**src/rtl/mul_pkg.sv**
```systemverilog
`default_nettype none
// ============================================================================
// Module   : mul_pkg
// Purpose  : Shared constants and saturation bound helpers for pipelined_mul.
// Revision : 1.0 - initial release
// ============================================================================
package mul_pkg;

  // Operand / result width
  localparam int WIDTH_DEFAULT   = 8;
  localparam int WIDTH_MIN       = 2;
  localparam int WIDTH_MAX       = 32;

  // Input-to-output latency in cycles (one register stage per cycle)
  localparam int LATENCY_DEFAULT = 3;
  localparam int LATENCY_MIN     = 1;
  localparam int LATENCY_MAX     = 8;

  // Widest product the clamp logic ever has to compare (2 * WIDTH_MAX)
  localparam int PROD_MAX_BITS   = 64;

  typedef logic        [PROD_MAX_BITS-1:0] wide_u_t;
  typedef logic signed [PROD_MAX_BITS-1:0] wide_s_t;

  // Largest unsigned value representable in w bits: 2^w - 1
  function automatic wide_u_t sat_umax(input int unsigned w);
    return (wide_u_t'(1) << w) - wide_u_t'(1);
  endfunction

  // Largest signed value representable in w bits: 2^(w-1) - 1
  function automatic wide_s_t sat_smax(input int unsigned w);
    return $signed((wide_u_t'(1) << (w - 1)) - wide_u_t'(1));
  endfunction

  // Smallest signed value representable in w bits: -2^(w-1)
  function automatic wide_s_t sat_smin(input int unsigned w);
    return -$signed(wide_u_t'(1) << (w - 1));
  endfunction

endpackage : mul_pkg
`default_nettype wire

```
**src/rtl/mul_pipe_stage.sv**
```systemverilog
`default_nettype none
// ============================================================================
// Module   : mul_pipe_stage
// Purpose  : One register stage of the multiplier pipeline: a data register
//            plus its valid flag, both advancing only when en is high.
// Revision : 1.0 - initial release
// ============================================================================
module mul_pipe_stage
  import mul_pkg::*;
#(
  parameter int WIDTH = WIDTH_DEFAULT
) (
  input  logic             clock,
  input  logic             reset,
  input  logic             en,
  input  logic [WIDTH-1:0] d,
  input  logic             d_valid,
  output logic [WIDTH-1:0] q,
  output logic             q_valid
);

  // Stage register: cleared by reset, loads the previous stage when enabled,
  // otherwise holds so a stalled result stays put.
  always_ff @(posedge clock) begin
    if (reset) begin
      q       <= '0;
      q_valid <= 1'b0;
    end else if (en) begin
      q       <= d;
      q_valid <= d_valid;
    end
  end

endmodule : mul_pipe_stage
`default_nettype wire

```
**src/rtl/pipelined_mul.sv**
```systemverilog
`default_nettype none
// ============================================================================
// Module   : pipelined_mul
// Purpose  : Valid/ready multiplier. The product is formed combinationally,
//            then delayed through LATENCY register stages. The whole pipe
//            advances together whenever the output slot is empty or being
//            taken, so there is no internal bubble collapsing.
// Config   : MUL_SATURATE_EN - when defined, the result is the full product
//            clamped to the WIDTH-bit range instead of the wrapped low bits.
// Revision : 1.0 - initial release
// ============================================================================
module pipelined_mul
  import mul_pkg::*;
#(
  parameter int WIDTH   = WIDTH_DEFAULT,
  parameter int LATENCY = LATENCY_DEFAULT,
  parameter int SIGNED  = 0
) (
  input  logic             clock,
  input  logic             reset,
  input  logic [WIDTH-1:0] I0,
  input  logic [WIDTH-1:0] I1,
  input  logic             I_valid,
  output logic             I_ready,
  output logic [WIDTH-1:0] O,
  output logic             O_valid,
  input  logic             O_ready
);

  localparam int PW = 2 * WIDTH;

  // --------------------------------------------------------------------------
  // Parameter legality, reported while elaborating
  // --------------------------------------------------------------------------
  generate
    if ((WIDTH < WIDTH_MIN) || (WIDTH > WIDTH_MAX)) begin : g_bad_width
      $error("pipelined_mul: WIDTH=%0d outside %0d..%0d", WIDTH, WIDTH_MIN, WIDTH_MAX);
    end
    if ((LATENCY < LATENCY_MIN) || (LATENCY > LATENCY_MAX)) begin : g_bad_latency
      $error("pipelined_mul: LATENCY=%0d outside %0d..%0d", LATENCY, LATENCY_MIN, LATENCY_MAX);
    end
    if ((SIGNED != 0) && (SIGNED != 1)) begin : g_bad_signed
      $error("pipelined_mul: SIGNED=%0d must be 0 or 1", SIGNED);
    end
  endgenerate

  // --------------------------------------------------------------------------
  // Full-width product
  // --------------------------------------------------------------------------
  logic [PW-1:0]    prod;
  logic [WIDTH-1:0] res;

  generate
    if (SIGNED != 0) begin : g_mul_signed
      // Size-casting a signed operand sign-extends it, so the PW-bit product
      // is the exact two's-complement result.
      assign prod = PW'($signed(I0)) * PW'($signed(I1));
    end else begin : g_mul_unsigned
      assign prod = PW'(I0) * PW'(I1);
    end
  endgenerate

  // --------------------------------------------------------------------------
  // Result selection ahead of stage 0 (clamp or wrap)
  // --------------------------------------------------------------------------
`ifdef MUL_SATURATE_EN
  generate
    if (SIGNED != 0) begin : g_sat_signed
      localparam wide_s_t SMAX = sat_smax(WIDTH);
      localparam wide_s_t SMIN = sat_smin(WIDTH);
      wide_s_t prod_wide;

      assign prod_wide = PROD_MAX_BITS'($signed(prod));

      // Clamp the signed product into [-2^(W-1), 2^(W-1)-1].
      always_comb begin
        res = prod[WIDTH-1:0];
        if (prod_wide > SMAX) begin
          res = SMAX[WIDTH-1:0];
        end else if (prod_wide < SMIN) begin
          res = SMIN[WIDTH-1:0];
        end
      end
    end else begin : g_sat_unsigned
      localparam wide_u_t UMAX = sat_umax(WIDTH);
      wide_u_t prod_wide;

      assign prod_wide = PROD_MAX_BITS'(prod);

      // Clamp the unsigned product to 2^W-1.
      always_comb begin
        res = prod[WIDTH-1:0];
        if (prod_wide > UMAX) begin
          res = UMAX[WIDTH-1:0];
        end
      end
    end
  endgenerate
`else
  // Wrapping result: the low half of the product, identical for either
  // signedness. The upper half is intentionally discarded.
  logic unused_prod_hi;

  assign res            = prod[WIDTH-1:0];
  assign unused_prod_hi = ^prod[PW-1:WIDTH];
`endif

  // --------------------------------------------------------------------------
  // Handshake and stage chain
  // --------------------------------------------------------------------------
  logic             adv;
  logic [WIDTH-1:0] stage_d [LATENCY+1];
  logic             stage_v [LATENCY+1];

  assign stage_d[0] = res;
  assign stage_v[0] = I_valid;

  // The pipe moves when the output slot is empty or is being accepted.
  assign adv     = !O_valid || O_ready;
  assign I_ready = adv;

  generate
    for (genvar k = 0; k < LATENCY; k++) begin : g_stage
      mul_pipe_stage #(
        .WIDTH (WIDTH)
      ) u_stage (
        .clock   (clock),
        .reset   (reset),
        .en      (adv),
        .d       (stage_d[k]),
        .d_valid (stage_v[k]),
        .q       (stage_d[k+1]),
        .q_valid (stage_v[k+1])
      );
    end
  endgenerate

  // The last stage is the output. While reset is being sampled the valid is
  // masked, so an in-flight result that is about to be flushed is never
  // presented as a transfer.
  assign O       = stage_d[LATENCY];
  assign O_valid = stage_v[LATENCY] && !reset;

endmodule : pipelined_mul
`default_nettype wire

```
**config.mk**
```make
export PLATFORM = sky130hd
export DESIGN_NAME = pipelined_mul
export DESIGN_NICKNAME = d
export VERILOG_FILES = /design/src/rtl/mul_pkg.sv /design/src/rtl/mul_pipe_stage.sv /design/src/rtl/pipelined_mul.sv
export SDC_FILE = /design/constraint.sdc
export NUM_CORES = 1
export LEC_CHECK = 0
export ABC_AREA = 1
export CORE_UTILIZATION = 50
export CTS_CLUSTER_SIZE = 28
export DETAILED_ROUTE_END_ITERATION = 6
export DONT_BUFFER_PORTS = 1
export PLACE_DENSITY = 0.74
export SLEW_MARGIN = 20
export SYNTH_ARGS = -nofsm -noshare
export SYNTH_HDL_FRONTEND = slang
export SYNTH_SLANG_ARGS = --single-unit
```
**constraint.sdc**
```tcl
create_clock -name clock -period 6 [get_ports clock]
set_clock_uncertainty 0.05 [all_clocks]
set_input_delay 1.2 -clock clock [delete_from_list [all_inputs] [get_ports clock]]
set_output_delay 1.2 -clock clock [all_outputs]
set_load 0.03 [all_outputs]
```
# After elaboration in Yosys (flattened, before gate mapping)
# Index checks and enable logic that the tools add are counted.
[word_totals]
register_bits = 27
word_cells = 11
[classes]
n_mul = 1
n_reduce_logical = 4
[op_table]
columns = ["op", "count"]
rows = [
  ["8-bit by 8-bit multiplier with 8-bit output", 1],
  ["1-bit logical NOT", 2],
  ["1-bit logical AND", 1],
  ["1-bit logical OR", 1],
]

# Longest topological paths before layout
[depth]
word_depth = 4
mapped_depth = 21
mapped_depth_nobuf = 20

# Hierarchy
# From an unflattened synthesis, not the netlist that was laid out.
[unflattened]
cells_unflattened = 348
hier_area_um2 = 2200.9
[by_module_without_submodules]
columns = ["module", "n_inst", "cells_each", "area_per_inst_um2", "seq_area_each_um2"]
rows = [
  ["mul_pipe_stage", 3, 57, 381.6, 180.2],
  ["pipelined_mul", 1, 177, 1056.0, 0.0],
]

# Worst setup path after synthesis
# OpenSTA, ideal clock, no wires.
[synth_path]
path_type = "input port to flip-flop"
startpoint = "input port I1[4]"
endpoint = "register g_stage[0].u_stage.q[7]"
setup_time_ns = 0.124
t_arrival_ns = 4.161
t_required_ns = 5.826
path_slack_ns = 1.665
stages = 18
path_cell_list = "nand2_1 > inv_1 > fa_1 > inv_1 > fa_1 > fa_1 > fa_1 > inv_1 > ha_1 > a21oi_1 > a21o_1 > nand2_1 > inv_1 > nand2_1 > nand2_1 > nand2_1 > nand2_1 > a21oi_2"
[synth_via]
elab_chain_len = 1
[synth_lines]
columns = ["element", "line_no", "source"]
rows = [
  ["start, declared", "pipelined_mul.sv:22", "input logic [WIDTH-1:0] I1,"],
  ["8-bit by 8-bit multiplier with 8-bit output", "pipelined_mul.sv:59", "assign prod = PW'(I0) * PW'(I1);"],
  ["end signal, assigned", "mul_pipe_stage.sv:26", "q <= '0;"],
  ["end signal, assigned", "mul_pipe_stage.sv:29", "q <= d;"],
  ["end, declared", "mul_pipe_stage.sv:18", "output logic [WIDTH-1:0] q,"],
]
# Every way passes these cells.
# A chain may end at the register's enable or synchronous reset.

# Worst setup path in the final report
# Same ends and word-level chain as after synthesis.

==> run_results.csv <==
group,metric,value,unit
yosys,synthesis.instances,262,
clocking,clkSinkCount,27,
global_routing,grt_overflow,0,
yosys,netlist_area,1910,um^2
global_routing,grt_max_degree,24,
layout,drive_above_1_share,3.85,%
hold_path,holdPathEnd,"g_stage[0].u_stage.q[5]",
routing,dr.pass1.iters,4,
yosys,yosysSeqAreaShare,28.3,%
clocking,cts.htree.levels,1,
yosys,muxShareOfSynthArea,0,%
clocking,cts_resized,0,
global_routing,grt_pass1_wl,5810,um
clocking,postCtsSetupBuffers,0,
yosys,ys_seq_elements,27,
yosys,yosys_warnings,0,
setup_path,critPathArrivalTime,4310,ps
setup_path,required,6100,ps
floorplanning,die_h,63.8,um
layout,antenna_cells,0,
floorplanning,die_w,63.8,um
placed_design,port_buffers,0,
layout,layout.nets,309,
setup_path,r2r_start,"g_stage[2].u_stage.q_valid",
setup_path,critical_path_buf_inv_count,3,
placed_design,placed_cell_area,1930,um^2
setup_path,path_class,"input port to flop",
routing,postRouteAntennaNets,0,
yosys,synthXorXnorAreaFrac,2.30,%
routing,vias_per_cell,4.74,
sta,fin_crit_sh,70.1,%
clocking,insertion_delay,260,ps
yosys,syn_avg_cell_area,7.28,um^2
clocking,cts-buffers-inserted,3,
setup_path,max_stage_delay,550,ps
routing,drc,0,
routing,drt_iter0_drc,39,
yosys,synth_fa_ha_area_share,23.1,%
sta,max_freq,238,MHz
sta,slew_headroom,61.4,%
power,leakage,0.00109,uW
routing,vias,1460,
setup_path,worst_setup_path_start_kind,"input port",
yosys,synthesis.nets,310,
clocking,cts_tree,"built",
hold_path,min-delay-path-class,"flop to flop",
routing,wirelength,3210,um
hold_path,worstHoldStart,"g_stage[0].u_stage.q[5]",
sta,slew_violations,0,
routing,wl_per_cell,10.4,um
setup_path,crit_chain,"nand2_1 -> inv_1 -> fa_1 -> inv_1 -> fa_1 -> fa_1 -> fa_1 -> inv_1 -> ha_1 -> a21oi_1 -> a21o_1 -> nand2_1 -> nand3_1 -> nand3_1 -> nand2_1 -> a21oi_2",
flow_run,drv_cap,0,
layout,final_area,1970,um^2
setup_path,worstSetupEndpointType,"flop",
sta,finalHoldViolCount,0,
yosys,synth-simple-area-share,20.0,%
setup_path,path_depth,16,
floorplanning,rows,22,
sta,final.setup.tns,0,ps
setup_path,crit_start,"I1[4]",
setup_path,worst-r2r-setup-slack,4300,ps
yosys,synth_compound_area_share,10.7,%
sta,period_minus_slack,4210,ps
setup_path,cpMostUsedCell,"fa_1",
floorplanning,start_util,52.1,%
placed_design,dp_hpwl,2540,um
layout,area_growth_syn_to_layout,3.54,%
setup_path,r2r_end,"g_stage[0].u_stage.q[7]",
global_routing,grtUsageTotal,17.8,%
sta,grt_setup_unrepaired,"false",
hold_path,min_path_cells,2,
power,vdd_drop_max,0.000115,V
power,powerDensity,244,nW/um^2
floorplanning,dieArea,4060,um^2
global_routing,first_global_vias,1418,
clocking,ctsLongestPathBuffers,2,
placed_design,gp_congestion,0.816,
yosys,synth_top_family_by_area,"adder cells",
clocking,clkSlewWorstSetupHoldPaths,90,ps
floorplanning,pin_count,30,
setup_path,cpLargestDelayFamily,"adder cells",
clocking,cts_root_buf,"clkbuf_8",
global_routing,antenna_found_initial,0,
run_status,status,"finished clean",
sta,final-setup-viol-count,0,
floorplanning,core,3660,um^2
setup_path,ff2ff_path_depth,5,
clocking,cts_hold_buf,0,
sta,worstMarginPinSlew,577,ps
setup_path,cp_max_fo,4,
setup_path,cp_slowest_cell,"fa_1",
yosys,synthDistinctLibCells,26,
## final cells by class
type / count / area (um^2)
Sequential cell: 27 / 541
Clock buffer: 4 / 45.0
Multi-Input combinational cell: 160 / 1070
Tap cell: 48 / 60.1
Fill cell: 366 / 1690
Inverter: 69 / 259
## flip-flops by register name, indices dropped and copies added, names as in the netlist
name                     flops
g_stage.u_stage.q_valid      3
g_stage.u_stage.q           24
## report_power, final
part	internal (uW)	switching (uW)
combinational	68.5	93.3
clock	47.4	51.4
sequential	204	16.2
total	320	161
## cell usage in the layout, fill, tap and decap left out, types with 3 or more instances in the layout
cell,count
clkbuf_8,3
nand3_1,10
ha_1,16
a21oi_1,5
xor2_1,3
inv_1,67
nor2_1,3
dfxtp_1,27
o22ai_1,7
fa_1,12
o21ai_0,18
nand2_1,73
## worst min-delay path, cell delays in order, from the launching register on
cell and delay, ps:
dfxtp_1 310, inv_1 60, a21oi_1 50
## how the worst max path moves through the flow
| stage | endpoint | slack [ps] |
|---|---|---|
| finish | g_stage[0].u_stage.q[7] | 1790 |
| global route | g_stage[0].u_stage.q[7] | 1550 |
| CTS | g_stage[0].u_stage.q[7] | 1790 |
| detailed placement | g_stage[0].u_stage.q[7] | 1510 |
| global placement | g_stage[0].u_stage.q[7] | 1580 |
| floorplan | g_stage[0].u_stage.q[7] | 1670 |
## logic make-up (layout without fill, tap and decap cells)
group	count (synthesis)	count (layout)
fa+ha+maj	28	28
xor+xnor	5	5
flops	27	27
compound gates	36	36
buf+inv	75	73
simple gates	91	91
## cells in the mapped netlist
library cell / count / area (um^2)
nand2_1: 73 / 274
a22o_1: 1 / 8.76
nand2_2: 2 / 12.5
clkbuf_1: 1 / 3.75
nor2_4: 1 / 11.3
nor2_1: 3 / 11.3
a21oi_2: 1 / 8.76
fa_1: 12 / 240
inv_1: 67 / 251
nand3_1: 10 / 50.1
xor2_1: 3 / 26.3
o21ai_1: 1 / 5.00
a21oi_1: 5 / 25.0
inv_2: 2 / 7.51
buf_6: 1 / 11.3
nor3_4: 1 / 16.3
a21boi_0: 1 / 7.51
nand4_1: 1 / 6.26
dfxtp_1: 27 / 541
o21ai_0: 18 / 90.1
buf_4: 1 / 7.51
xnor2_1: 2 / 17.5
o22ai_1: 7 / 43.8
buf_2: 3 / 15.0
a21o_1: 2 / 15.0
ha_1: 16 / 200
## through the flow
| stage | util (%) | cells | hold WS (ps) | total power (uW) | setup WS (ps) |
|---|---|---|---|---|---|
| after CTS | 53.9 | 308 | 414 | 487 | 1790 |
| after global placement | 52.7 | 304 | 391 | 383 | 1580 |
| after global routing | 53.9 | 308 | 431 | 527 | 1550 |
| final | 53.9 | 308 | 410 | 481 | 1790 |
| after detailed placement | 52.7 | 304 | 399 | 389 | 1510 |
| after floorplan | - | 262 | 379 | 362 | 1670 |
## per-layer routing
| layer | GRT usage, % | routed length, um | up-vias |
|---|---|---|---|
| met5 | 0 | 0 | - |
| met2 | 30.2 | 1450 | 33 |
| met4 | 2.27 | 18 | 0 |
| li1 | - | - | 791 |
| met1 | 23.2 | 1560 | 634 |
| met3 | 4.64 | 177 | 2 |
Note: power is estimated with default switching activity, not from simulation.
